--- src/rtl/reg_transfer_unit.sv ---
// Four-entry register bank with LOAD/MOVE/ADD/CLR command FSM; 3 cycles per command (accept, exec, done), cmd_ready only in IDLE, commands are not queued.
// Optional carry output for ADD enabled by defining REG_TRANSFER_CARRY_EN.
module reg_transfer_unit #(
  parameter int WIDTH = 16,
  parameter logic [WIDTH-1:0] RESET_VAL = '0
) (
  input  logic             clock,
  input  logic             resetn,
  input  logic             cmd_valid,
  output logic             cmd_ready,
  input  logic [1:0]       cmd_op,
  input  logic [1:0]       cmd_rd,
  input  logic [1:0]       cmd_rs,
  input  logic [WIDTH-1:0] cmd_data,
  output logic [1:0]       mux_select,
  input  logic [WIDTH-1:0] mux_in,
  output logic [WIDTH-1:0] reg0,
  output logic [WIDTH-1:0] reg1,
  output logic [WIDTH-1:0] reg2,
  output logic [WIDTH-1:0] reg3,
`ifdef REG_TRANSFER_CARRY_EN
  output logic             carry,
`endif
  output logic             done
);

  typedef enum logic [1:0] {IDLE, EXEC, DONE} state_t;
  typedef enum logic [1:0] {OP_LOAD, OP_MOVE, OP_ADD, OP_CLR} op_t;

  state_t           state, state_nxt;
  op_t              op_q;
  logic [1:0]       rd_q;
  logic [WIDTH-1:0] data_q;
  logic [WIDTH-1:0] regs [4];
  logic [WIDTH-1:0] add_res;
  logic             accept;

  assign accept = cmd_valid && cmd_ready;

`ifdef REG_TRANSFER_CARRY_EN
  logic [WIDTH:0] sum_full;
  assign sum_full = {1'b0, regs[rd_q]} + {1'b0, mux_in};
  assign add_res  = sum_full[WIDTH-1:0];
`else
  assign add_res = regs[rd_q] + mux_in;
`endif

  always_ff @(posedge clock) begin
    if (!resetn) state <= IDLE;
    else         state <= state_nxt;
  end

  always_comb begin
    state_nxt = state;
    case (state)
      IDLE:    if (cmd_valid) state_nxt = EXEC;
      EXEC:    state_nxt = DONE;
      DONE:    state_nxt = IDLE;
      default: state_nxt = IDLE;
    endcase
  end

  // Outputs are forced low while resetn is asserted, even if state still reads IDLE/DONE.
  always_comb begin
    cmd_ready = resetn && (state == IDLE);
    done      = resetn && (state == DONE);
  end

  // Write-back happens on the EXEC->DONE edge; mux_in is driven from mux_select latched at accept.
  always_ff @(posedge clock) begin
    if (!resetn) begin
      for (int i = 0; i < 4; i++) regs[i] <= RESET_VAL;
      mux_select <= 2'b00;
      op_q       <= OP_LOAD;
      rd_q       <= 2'b00;
      data_q     <= '0;
`ifdef REG_TRANSFER_CARRY_EN
      carry      <= 1'b0;
`endif
    end else begin
      if (accept) begin
        op_q       <= op_t'(cmd_op);
        rd_q       <= cmd_rd;
        data_q     <= cmd_data;
        mux_select <= cmd_rs;
      end
      if (state == EXEC) begin
        case (op_q)
          OP_LOAD: regs[rd_q] <= data_q;
          OP_MOVE: regs[rd_q] <= mux_in;
          OP_ADD: begin
            regs[rd_q] <= add_res;
`ifdef REG_TRANSFER_CARRY_EN
            carry      <= sum_full[WIDTH];
`endif
          end
          OP_CLR:  regs[rd_q] <= '0;
          default: regs[rd_q] <= regs[rd_q];
        endcase
      end
    end
  end

  assign reg0 = regs[0];
  assign reg1 = regs[1];
  assign reg2 = regs[2];
  assign reg3 = regs[3];

endmodule

--- config.mk ---
export PLATFORM = sky130hd
export DESIGN_NAME = reg_transfer_unit
export DESIGN_NICKNAME = d
export VERILOG_FILES = /design/src/rtl/reg_transfer_unit.sv
export SDC_FILE = /design/constraint.sdc
export NUM_CORES = 1
export LEC_CHECK = 0
export ABC_AREA = 1
export ABC_CLOCK_PERIOD_IN_PS = 6680
export CORE_MARGIN = 1.5
export CORE_UTILIZATION = 69
export CTS_CLUSTER_DIAMETER = 30
export CTS_CLUSTER_SIZE = 24
export DETAILED_ROUTE_END_ITERATION = 12
export DONT_BUFFER_PORTS = 1
export PLACE_DENSITY = 0.85
export SETUP_SLACK_MARGIN = 0.05
export SYNTH_ARGS = -nofsm -noshare
export SYNTH_HDL_FRONTEND = slang
export SYNTH_SLANG_ARGS = --single-unit
--- constraint.sdc ---
create_clock -name clock -period 6.68 [get_ports clock]
set_input_delay 1.336 -clock clock [delete_from_list [all_inputs] [get_ports clock]]
set_output_delay 1.336 -clock clock [all_outputs]
set_load 0.02 [all_outputs]
==> results by group, run 1 <==
Run status
  • Status: complete, no violations

Timing
  • Max-Slew Margin vs Limit: 35.9%
  • RSZ-0062 raised after global routing: false
  • Tmin final: 3.57 ns
  • Fin. Hold Viols: 0
  • Slew Viols, Final: 0
  • Part of the cycle the worst path needs: 53.5%
  • Peak Freq: 280 MHz
  • Setup_tns: 0 ns
  • Worst setup margin: 3.11 ns
  • Worst-Margin Slew: 0.959 ns
  • Worst Skew: 0.0141 ns
  • Final setup vio count: 0

Critical path
  • Largest incremental delay on the critical path: 0.50 ns
  • CP startpoint kind: register
  • CP most frequent cell: nand2_1
  • Cell Chain, Critical Path: buf_4 > inv_1 > o21ai_0 > o22ai_1 > ha_1 > fa_1 > nand2_1 > nand2_1 > nand3b_1 > nand2_1 > nand2_1 > nand2_1 > nand2_1 > nand3_1 > nand2_1 > nor2_1
  • Crit-path max FO: 33
  • Crit path kind: register to register
  • FF-to-FF path depth: 16
  • Critical path required time: 6.79 ns
  • CP Capture Type: register
  • Critical path's slowest cell: inv_1
  • CP arrival: 3.68 ns

Logic synthesis
  • Yosys reg bits: 90
  • Top_reg_cell synth: edfxtp_1
  • Synth top area share: 39.8%
  • Syn Area/Cell: 7.95 sq um
  • Sequential area share after synthesis: 50.5%
  • Async S/R FF share, synth: 0%
  • Post-synth cell types: 28
  • Syn Nets: 665
  • Yosys top cell by area: edfxtp_1
  • Ys Warns: 0
  • Post-Syn Instances: 608
  • Post-synth EDFFs: 64
  • Post-Syn Area: 4830 sq um
  • Synth top area cells: edfxtp_1 40%, dfxtp_1 11%, nand2_1 10%

Cells and area
  • Final Instance Area: 5060 sq um
  • Diode count: 0
  • Share of layout cells above drive strength 1: 3.99%
  • Layout fillers: 503
  • # nets final: 654
  • Sequential Area: 2440 sq um
  • Layout area overhead: 4.82%
  • Multi-input gate area: 1970 sq um

Job
  • Max-cap violations: 0

Pwr
  • Leak Pwr: 2.19 nW
  • Worst VDD drop: 0.154 mV
  • PwrDens: 247 nW/um^2

Routing
  • Routed len/inst: 18.2 microns
  • Vias: 4229
  • Drt first pass iters: 6
  • Routed wire length: 12.7 mm
  • ANT nets after route: 0
  • Via density per instance: 6.06
  • DRC viols: 0
  • DR iter-0 viols: 437

GRT
  • Initial antenna violation count: 0
  • All-layer global routing usage: 34.7%
  • Vias in the first global route: 3806
  • Largest net degree at the start of global routing: 36
  • Met3 global-route usage: 10.1%
  • Global-route wire length before repair: 19.2 mm
  • Most crowded layer after global routing: met2
  • Met1 Track Usage GR: 43.0%
  • Met2 Use GR: 56.3%
  • Total grt overflow: 0

Clocking
  • Clock root cell: clkbuf_8
  • H-Tree Depth: 3
  • Post-CTS Setup Bufs: 0
  • Clk slew on worst S/H paths: 0.10 ns
  • TritonCTS clock tree: done
  • Sink Count: 90
  • Clock buffer count from CTS: 9
  • CTS Buffer Depth: 2
  • Latest clock arrival within the worst-skew pair: 0.38 ns
  • Cts hold-fix bufs: 0
  • CTS resizes: 0

Placed design
  • I/O Buffers: 0
  • Final Wtd Congestion: 0.961
  • Hpwl dp: 9.15 mm
  • DP Area: 4850 sq um
  • Worst slack, placed: 3.22 ns

Die
  • Die boundary height: 86.7 microns
  • Num rows: 30
  • Initial core utilization: 71.1%
  • Die Width: 86.7 microns
  • Die area: 7510 sq um
  • I/O Pins: 109
  • Core ar.: 6790 sq um

Min path
  • Hold path cells: 2
  • Hold/Removal Path Class: register to register
==> final cells by class <==
cell class / instances / share of cell area, %
clock inverters: 7 / 1.80
repair buffers: 1 / 0.148
multi-input cells: 413 / 38.9
clock buffers: 9 / 2.45
flip-flops and latches: 90 / 48.2
inverters: 82 / 6.08
well taps: 96 / 2.37
==> stage by stage <==
step | hold slack (ns) | power (mW) | utilization (%) | cells
after floorplan | 0.429 | 0.814 | - | 608
after global placement | 0.441 | 0.853 | 71.4 | 682
after detailed placement | 0.453 | 0.859 | 71.4 | 682
after CTS | 0.465 | 1.25 | 74.5 | 698
after global routing | 0.494 | 1.30 | 74.5 | 698
final | 0.468 | 1.25 | 74.5 | 698
==> placed cells by master (no fill, tap or decap), drive strengths merged, types with 2 or more instances in the layout <==
cell	n
a21oi	50
clkbuf	9
clkinv	2
dfxtp	26
edfxtp	64
ha	15
inv	85
nand2	135
nand3	34
nand3b	2
nor2	92
nor3	6
o211ai	3
o21ai	54
o22ai	15
or2	3
==> worst paths after layout <==
path,slack [ns],endpoint,startpoint
worst max register to register,3.11,regs[0][14],register
worst min-delay path,0.47,data_q[4],data_q[4]
worst min register to register,0.47,data_q[4],data_q[4]
worst max-delay path,3.11,regs[0][14],register
==> layer usage <==
| layer | share of wire [%] | up-vias | wire length, microns |
|---|---|---|---|
| met4 | 4.2 | 0 | 532 |
| li1 | - | 1985 | - |
| met1 | 37 | 1956 | 4720 |
| met5 | 0 | - | 0 |
| met2 | 48 | 241 | 6160 |
| met3 | 10 | 47 | 1290 |
==> logic make-up (layout without fill, tap and decap cells) <==
group / after synthesis / in the layout / share of synthesized area, %
flops: 90 / 90 / 50.5
fa+ha+maj: 16 / 16 / 4.30
xor+xnor: 1 / 1 / 0.181
buf+inv: 105 / 99 / 8.65
simple gates: 273 / 273 / 23.0
compound gates: 123 / 123 / 13.4
==> Yosys cell counts (4+ instances only) <==
cell	number
dfxtp_1	26
nand2_1	135
nor2_1	91
o21ai_1	8
inv_1	79
clkbuf_1	16
buf_2	4
edfxtp_1	64
o22ai_1	15
o21ai_0	46
nand3_1	33
nor3_1	5
a21oi_1	50
ha_1	15
==> sequential cells by signal, indices dropped and copies added, names as in the netlist, named ones only <==
register    cells
op_q            2
mux_select      2
regs           64
state           2
data_q         16
rd_q            2
==> critical path: cells and delay by family (launching register included) <==
kind,cells,cell delay (ns)
simple gates,10,1.06
buf+inv,2,0.81
fa+ha+maj,2,0.64
compound gates,2,0.44
flops,1,0.34
==> report_power, final <==
group	internal [mW]	switching (mW)	total [mW]	leakage, nW
Sequential	0.623	0.0397	0.662	0.875
Clock	0.182	0.220	0.401	0.105
Combinational	0.0596	0.130	0.189	1.21
Note: power is estimated with default switching activity, not from simulation.
==> run 2, diff against run 1 <==
--- a/config.mk
+++ b/config.mk
@@ -6,14 +6,14 @@
 export NUM_CORES = 1
 export LEC_CHECK = 0
 export ABC_AREA = 1
-export ABC_CLOCK_PERIOD_IN_PS = 6680
+export ABC_CLOCK_PERIOD_IN_PS = 3630
 export CORE_MARGIN = 1.5
-export CORE_UTILIZATION = 69
+export CORE_UTILIZATION = 64
 export CTS_CLUSTER_DIAMETER = 30
 export CTS_CLUSTER_SIZE = 24
 export DETAILED_ROUTE_END_ITERATION = 12
 export DONT_BUFFER_PORTS = 1
-export PLACE_DENSITY = 0.85
+export PLACE_DENSITY = 0.8
 export SETUP_SLACK_MARGIN = 0.05
 export SYNTH_ARGS = -nofsm -noshare
 export SYNTH_HDL_FRONTEND = slang
==> constraint.sdc (replaced) <==
create_clock -name clock -period 3.63 [get_ports clock]
set_input_delay 0.726 -clock clock [delete_from_list [all_inputs] [get_ports clock]]
set_output_delay 0.726 -clock clock [all_outputs]
set_load 0.02 [all_outputs]
==> results by group, run 2 (synthesized netlist as in run 1, its figures left out) <==
Cells and area
  • Diode count: 0 (unchanged)
  • Final Instance Area: 5140 sq um (was 5060 sq um)
  • Share of layout cells above drive strength 1: 5.40% (was 3.99%)
  • Layout area overhead: 6.32% (was 4.82%)
  • Most flop-heavy register: regs (unchanged)
  • Sequential Area: 2440 sq um (unchanged)
  • Layout Cells excl Fill: 710 (was 698)
  • Layout fillers: 621 (was 503)
  • Most frequent cells in the layout: 135 x nand2_1, 91 x nor2_1, 79 x inv_1 (unchanged)
  • Commonest non-fill, non-tap cell in the layout: nand2_1 (unchanged)
  • Multi-input gate area: 1970 sq um (unchanged)
  • Largest registers: regs: 64 flops, data_q: 16 flops (unchanged)
  • # nets final: 663 (was 654)
  • Max reg flops: 64 (unchanged)

Critical path
  • Crit path kind: register to register (unchanged)
  • Critical path's slowest cell: inv_1 (unchanged)
  • Critical path buffer and inverter count: 3 (was 2)
  • Crit-path max FO: 17 (was 33)
  • Crit-path leading delay family: simple AND/OR/NAND/NOR gates (unchanged)
  • Critical path required time: 3.71 ns (was 6.79 ns)
  • CP Capture Type: register (unchanged)
  • Reg2Reg Setup Slack: 0.63 ns (was 3.11 ns)
  • CP endpoint: regs[0][15] (was regs[0][14])
  • Critical R2R Capture: regs[0][15] (was regs[0][14])
  • Largest incremental delay on the critical path: 0.39 ns (was 0.50 ns)
  • Cell Chain, Critical Path: buf_4 > inv_1 > o21ai_0 > o22ai_1 > ha_1 > nand2_1 > inv_1 > a21oi_1 > nand2_1 > nand2_1 > nand2_1 > nand2_1 > nand3_1 > nand2_1 > nor2_1 (was buf_4 > inv_1 > o21ai_0 > o22ai_1 > ha_1 > fa_1 > nand2_1 > nand2_1 > nand3b_1 > nand2_1 > nand2_1 > nand2_1 > nand2_1 > nand3_1 > nand2_1 > nor2_1)
  • Number of cells on the critical path: 15 (was 16)
  • CP arrival: 3.08 ns (was 3.68 ns)
  • FF-to-FF path depth: 15 (was 16)
  • CP most frequent cell: nand2_1 (unchanged)
  • CP startpoint kind: register (unchanged)

Die
  • Die boundary height: 89.9 microns (was 86.7 microns)
  • Die Width: 89.9 microns (was 86.7 microns)
  • Core ar.: 7290 sq um (was 6790 sq um)
  • Initial core utilization: 66.3% (was 71.1%)
  • Die area: 8080 sq um (was 7510 sq um)
  • Num rows: 31 (was 30)
  • I/O Pins: 109 (unchanged)

Routing
  • Routed len/inst: 18.2 microns (about the same)
  • ANT nets after route: 0 (unchanged)
  • Routed wire length: 12.9 mm (was 12.7 mm)
  • Via density per instance: 5.87 (was 6.06)
  • DRC viols: 0 (unchanged)
  • DR iter-0 viols: 395 (was 437)
  • Vias: 4168 (was 4229)
  • Drt first pass iters: 5 (was 6)

Placed design
  • DP Area: 4920 sq um (was 4850 sq um)
  • Worst slack, placed: 0.726 ns (was 3.22 ns)
  • Final Wtd Congestion: 1.02 (was 0.961)
  • I/O Buffers: 0 (unchanged)
  • Post-Place Cells: 694 (was 682)
  • Hpwl dp: 9.56 mm (was 9.15 mm)

Timing
  • Tmin final: 3.00 ns (was 3.57 ns)
  • Max-Slew Margin vs Limit: 46.6% (was 35.9%)
  • Setup_tns: 0 ns (unchanged)
  • Peak Freq: 333 MHz (was 280 MHz)
  • Worst-Margin Slew: 0.801 ns (was 0.959 ns)
  • Final setup vio count: 0 (unchanged)
  • Worst Skew: 0.0122 ns (was 0.0141 ns)
  • Worst setup margin: 0.631 ns (was 3.11 ns)
  • Slew Viols, Final: 0 (unchanged)
  • RSZ-0062 raised after global routing: false (unchanged)
  • Fin. Hold Viols: 0 (unchanged)
  • Part of the cycle the worst path needs: 82.6% (was 53.5%)

Min path
  • Hold/Removal Path Class: register to register (unchanged)

Clocking
  • Latest clock arrival within the worst-skew pair: 0.37 ns (was 0.38 ns)
  • Cts hold-fix bufs: 0 (unchanged)
  • Clock buffer count from CTS: 9 (unchanged)
  • TritonCTS clock tree: done (unchanged)
  • Clk slew on worst S/H paths: 0.10 ns (about the same)
  • Clock root cell: clkbuf_8 (unchanged)
  • CTS resizes: 0 (unchanged)
  • H-Tree Depth: 3 (unchanged)
  • CTS Buffer Depth: 2 (unchanged)
  • Sink Count: 90 (unchanged)
  • Post-CTS Setup Bufs: 0 (unchanged)

GRT
  • Initial antenna violation count: 0 (unchanged)
  • Largest net degree at the start of global routing: 33 (was 36)
  • Total grt overflow: 0 (unchanged)
  • Vias in the first global route: 3984 (was 3806)
  • Global-route wire length before repair: 20.3 mm (was 19.2 mm)
  • All-layer global routing usage: 32.7% (was 34.7%)

Pwr
  • PwrDens: 453 nW/um^2 (was 247 nW/um^2)
  • Leak Pwr: 2.23 nW (was 2.19 nW)
  • Worst VDD drop: 0.296 mV (was 0.154 mV)

Run status
  • Status: complete, no violations (unchanged)

Job
  • Max-cap violations: 0 (unchanged)
==> run 2: worst min-delay path, stage by stage, from the launching register on <==
cell and delay [ns]:
dfxtp_1 0.31, inv_1 0.06, a21oi_1 0.05
==> run 2: worst min-delay path by stage <==
stage / to / startpoint / cells after the start / slack (ns)
floorplan: data_q[4] / data_q[4] / 2 / 0.43
global placement: data_q[5] / data_q[5] / 2 / 0.44
CTS: data_q[5] / data_q[5] / 2 / 0.46
detailed placement: data_q[5] / data_q[5] / 2 / 0.44
global route: data_q[5] / data_q[5] / 2 / 0.48
finish: data_q[5] / data_q[5] / 2 / 0.46
==> run 2: area by class of cell <==
class	instances	share of cell area (%)
well taps	99	2.41
flip-flops and latches	90	47.5
repair buffers	10	1.46
clock inverters	7	1.80
multi-input cells	413	38.4
inverters	82	5.99
clock buffers	9	2.41
==> run 2: stage by stage <==
stage / hold slack (ns) / util, % / total power, mW
final: 0.458 / 70.5 / 2.33
after global routing: 0.477 / 70.5 / 2.41
after CTS: 0.459 / 70.5 / 2.32
after global placement: 0.445 / 67.5 / 1.58
after floorplan: 0.429 / - / 1.50
after detailed placement: 0.444 / 67.5 / 1.59
==> run 2: power by group <==
part	leakage (nW)	total (mW)	switching, mW	internal (mW)
Combinational	1.25	0.362	0.245	0.117
Clock	0.109	0.750	0.413	0.338
Sequential	0.875	1.22	0.0698	1.15
==> run 2: metal layers <==
layer | GRT usage (%) | vias up | part of all wire, %
met5 | 0 | - | 0
met3 | 8.12 | 29 | 9.3
met1 | 38.8 | 1931 | 38
met2 | 56.5 | 204 | 50
met4 | 14.3 | 0 | 2.8
li1 | - | 2004 | -
==> run 3, diff against run 2 <==
--- a/config.mk
+++ b/config.mk
@@ -6,7 +6,7 @@
 export NUM_CORES = 1
 export LEC_CHECK = 0
 export ABC_AREA = 1
-export ABC_CLOCK_PERIOD_IN_PS = 3630
+export ABC_CLOCK_PERIOD_IN_PS = 2900
 export CORE_MARGIN = 1.5
 export CORE_UTILIZATION = 64
 export CTS_CLUSTER_DIAMETER = 30
==> constraint.sdc (replaced) <==
create_clock -name clock -period 2.9 [get_ports clock]
set_input_delay 0.58 -clock clock [delete_from_list [all_inputs] [get_ports clock]]
set_output_delay 0.58 -clock clock [all_outputs]
set_load 0.02 [all_outputs]
==> results by group, run 3 (synthesized netlist as in run 1, its figures left out) <==
Run status
  • Status: complete, no violations (unchanged)

Timing
  • Setup_tns: 0 ns (unchanged)
  • Slew Viols, Final: 0 (unchanged)
  • RSZ-0062 raised after global routing: false (unchanged)
  • Part of the cycle the worst path needs: 91.4% (was 82.6%)
  • Max-Slew Margin vs Limit: 50.2% (was 46.6%)
  • Peak Freq: 377 MHz (was 333 MHz)
  • Worst-Margin Slew: 0.746 ns (was 0.801 ns)
  • Worst Skew: 0.0121 ns (was 0.0122 ns)
  • Fin. Hold Viols: 0 (unchanged)
  • Final setup vio count: 0 (unchanged)
  • Tmin final: 2.65 ns (was 3.00 ns)

Routing
  • Routed len/inst: 17.5 microns (was 18.2 microns)
  • Via density per instance: 5.84 (was 5.87)
  • DR iter-0 viols: 266 (was 395)
  • Vias: 4164 (was 4168)
  • Drt first pass iters: 5 (unchanged)
  • Routed wire length: 12.5 mm (was 12.9 mm)
  • ANT nets after route: 0 (unchanged)
  • DRC viols: 0 (unchanged)

GRT
  • All-layer global routing usage: 32.4% (was 32.7%)
  • Total grt overflow: 0 (unchanged)
  • Largest net degree at the start of global routing: 33 (unchanged)
  • Vias in the first global route: 4147 (was 3984)
  • Initial antenna violation count: 0 (unchanged)
  • Global-route wire length before repair: 20.2 mm (was 20.3 mm)

Clocking
  • Clk slew on worst S/H paths: 0.10 ns (about the same)
  • Cts hold-fix bufs: 0 (unchanged)
  • CTS Buffer Depth: 2 (unchanged)
  • Clock buffer count from CTS: 9 (unchanged)
  • Latest clock arrival within the worst-skew pair: 0.37 ns (about the same)
  • TritonCTS clock tree: done (unchanged)
  • Clock root cell: clkbuf_8 (unchanged)
  • Sink Count: 90 (unchanged)
  • H-Tree Depth: 3 (unchanged)

Critical path
  • Crit path kind: register to register (unchanged)
  • Critical Path Start: regs[2][0]
  • Crit-path leading delay family: simple AND/OR/NAND/NOR gates (unchanged)
  • CP arrival: 2.78 ns (was 3.08 ns)
  • Largest incremental delay on the critical path: 0.52 ns (was 0.39 ns)
  • CP Capture Type: register (unchanged)
  • Critical path's slowest cell: edfxtp_1 (was inv_1)
  • Cell Chain, Critical Path: o21ai_0 > o22ai_1 > ha_1 > fa_1 > nand2_1 > nand2_1 > nand3b_1 > nand2_1 > nand2_1 > nand2_1 > nand2_1 > nand3_1 > nand2_1 > nor2_1 (was buf_4 > inv_1 > o21ai_0 > o22ai_1 > ha_1 > nand2_1 > inv_1 > a21oi_1 > nand2_1 > nand2_1 > nand2_1 > nand2_1 > nand3_1 > nand2_1 > nor2_1)
  • Crit-path max FO: 4 (was 17)
  • Critical path required time: 3.03 ns (was 3.71 ns)
  • CP most frequent cell: nand2_1 (unchanged)
  • Critical path buffer and inverter count: 0 (was 3)
  • CP startpoint kind: register (unchanged)
  • Reg2Reg Setup Slack: 0.25 ns (was 0.63 ns)
  • RR Startpoint: regs[2][0]

Placed design
  • DP Area: 4950 sq um (was 4920 sq um)
  • Hpwl dp: 9.27 mm (was 9.56 mm)
  • Final Wtd Congestion: 0.942 (was 1.02)
  • I/O Buffers: 0 (unchanged)

Cells and area
  • Most frequent cells in the layout: 134 x nand2_1, 91 x nor2_1, 77 x inv_1 (was 135 x nand2_1, 91 x nor2_1, 79 x inv_1)
  • Layout area overhead: 6.76% (was 6.32%)
  • Share of layout cells above drive strength 1: 6.35% (was 5.40%)
  • Max reg flops: 64 (unchanged)
  • # nets final: 666 (was 663)
  • Sequential Area: 2440 sq um (unchanged)
  • Most flop-heavy register: regs (unchanged)
  • Commonest non-fill, non-tap cell in the layout: nand2_1 (unchanged)
  • Layout fillers: 634 (was 621)
  • Final Instance Area: 5160 sq um (was 5140 sq um)
  • Largest registers: regs: 64 flops, data_q: 16 flops (unchanged)
  • Diode count: 0 (unchanged)
  • Multi-input gate area: 1980 sq um (was 1970 sq um)

Die
  • Die Width: 89.9 microns (unchanged)
  • I/O Pins: 109 (unchanged)
  • Initial core utilization: 66.3% (unchanged)
  • Num rows: 31 (unchanged)
  • Core ar.: 7290 sq um (unchanged)
  • Die area: 8080 sq um (unchanged)
  • Die boundary height: 89.9 microns (unchanged)

Pwr
  • Reg power frac: 54.4% (was 52.2%)
  • Int Pwr: 1.91 mW (was 1.60 mW)
  • Clock Power Share: 29.3% (was 32.2%)
  • PwrDens: 542 nW/um^2 (was 453 nW/um^2)
  • Worst VDD drop: 0.394 mV (was 0.296 mV)
  • Leak Pwr: 2.24 nW (was 2.23 nW)
  • Net Sw Frac: 31.7% (was 31.3%)
  • Net Switching: 886 uW (was 727 uW)
  • Comb power frac: 16.3% (was 15.5%)

Min path
  • Hold/Removal Path Class: input pin to register (was register to register)
  • Hold Startpoint: resetn (was data_q[5])

Job
  • Max-cap violations: 0 (unchanged)
[run 3: cell count changes in the layout (fill, tap and decap cells not counted), moves of 2 or more]
| cell | previous run | this run |
|---|---|---|
| clkinvlp_4 | 0 | 2 |
| inv_1 | 79 | 77 |
| o21ai_1 | 8 | 10 |
| o21ai_0 | 46 | 44 |
[run 3: final timing paths]
check | end | depth (start not counted)
setup / recovery | regs[0][10] | 14
hold / removal | data_q[8] | 2
setup reg to reg | regs[0][10] | 14
hold reg to reg | data_q[1] | 2
[run 3: area by class of cell]
type / instances / area share (%)
multi-input combinational: 413 / 38.4
timing repair buffer: 13 / 2.21
sequential: 90 / 47.3
clock buffer: 9 / 2.40
inverter: 82 / 6.04
clock inverter: 7 / 1.21
tap: 99 / 2.40
[run 3: per-stage QoR]
step           setup slack, ns  power [mW]  util [%]  hold WS [ns]  std cells
2_1_floorplan            0.544        1.88         -         0.429        608
3_3_place_gp             0.294        1.98      67.9         0.443        696
3_5_place_dp             0.231        1.99      67.9         0.449        696
4_1_cts                  0.206        2.78      70.4         0.340        712
5_1_grt                 0.0686        2.91      70.7         0.345        713
6_report                 0.249        2.80      70.7         0.341        713
[run 3: routing by layer]
layer | vias up | routed length [microns] | track usage [%]
met5 | - | 0 | 0
met4 | 0 | 586 | 19.6
met3 | 48 | 1170 | 8.54
met2 | 195 | 6030 | 52.8
met1 | 1915 | 4700 | 38.5
li1 | 2006 | - | -
[run 3: power by group through the flow]
| stage | Sequential (mW) | Clock [mW] | Combinational (mW) |
|---|---|---|---|
| 3_5_place_dp | 1.55 | 0 | 0.443 |
| 6_report | 1.52 | 0.820 | 0.455 |
| 4_1_cts | 1.52 | 0.816 | 0.446 |
| 3_3_place_gp | 1.55 | 0 | 0.433 |
| 2_1_floorplan | 1.54 | 0 | 0.338 |
| 5_1_grt | 1.53 | 0.858 | 0.523 |
[run 3: timing repair]
item / in CTS / in global routing
setup buffers: 0 / 1
setup endpoints to repair: 0 / 36
hold endpoints to repair: 0 / 0
resized for setup: 0 / 7
[run 3: worst register-to-register path: stages, from the launching register on]
cell,delay (ns)
edfxtp_1,0.52
o21ai_0,0.20
o22ai_1,0.12
ha_1,0.25
fa_1,0.40
nand2_1,0.10
nand2_1,0.08
nand3b_1,0.09
nand2_1,0.13
nand2_1,0.12
nand2_1,0.06
nand2_1,0.05
nand3_1,0.06
nand2_1,0.16
nor2_1,0.06
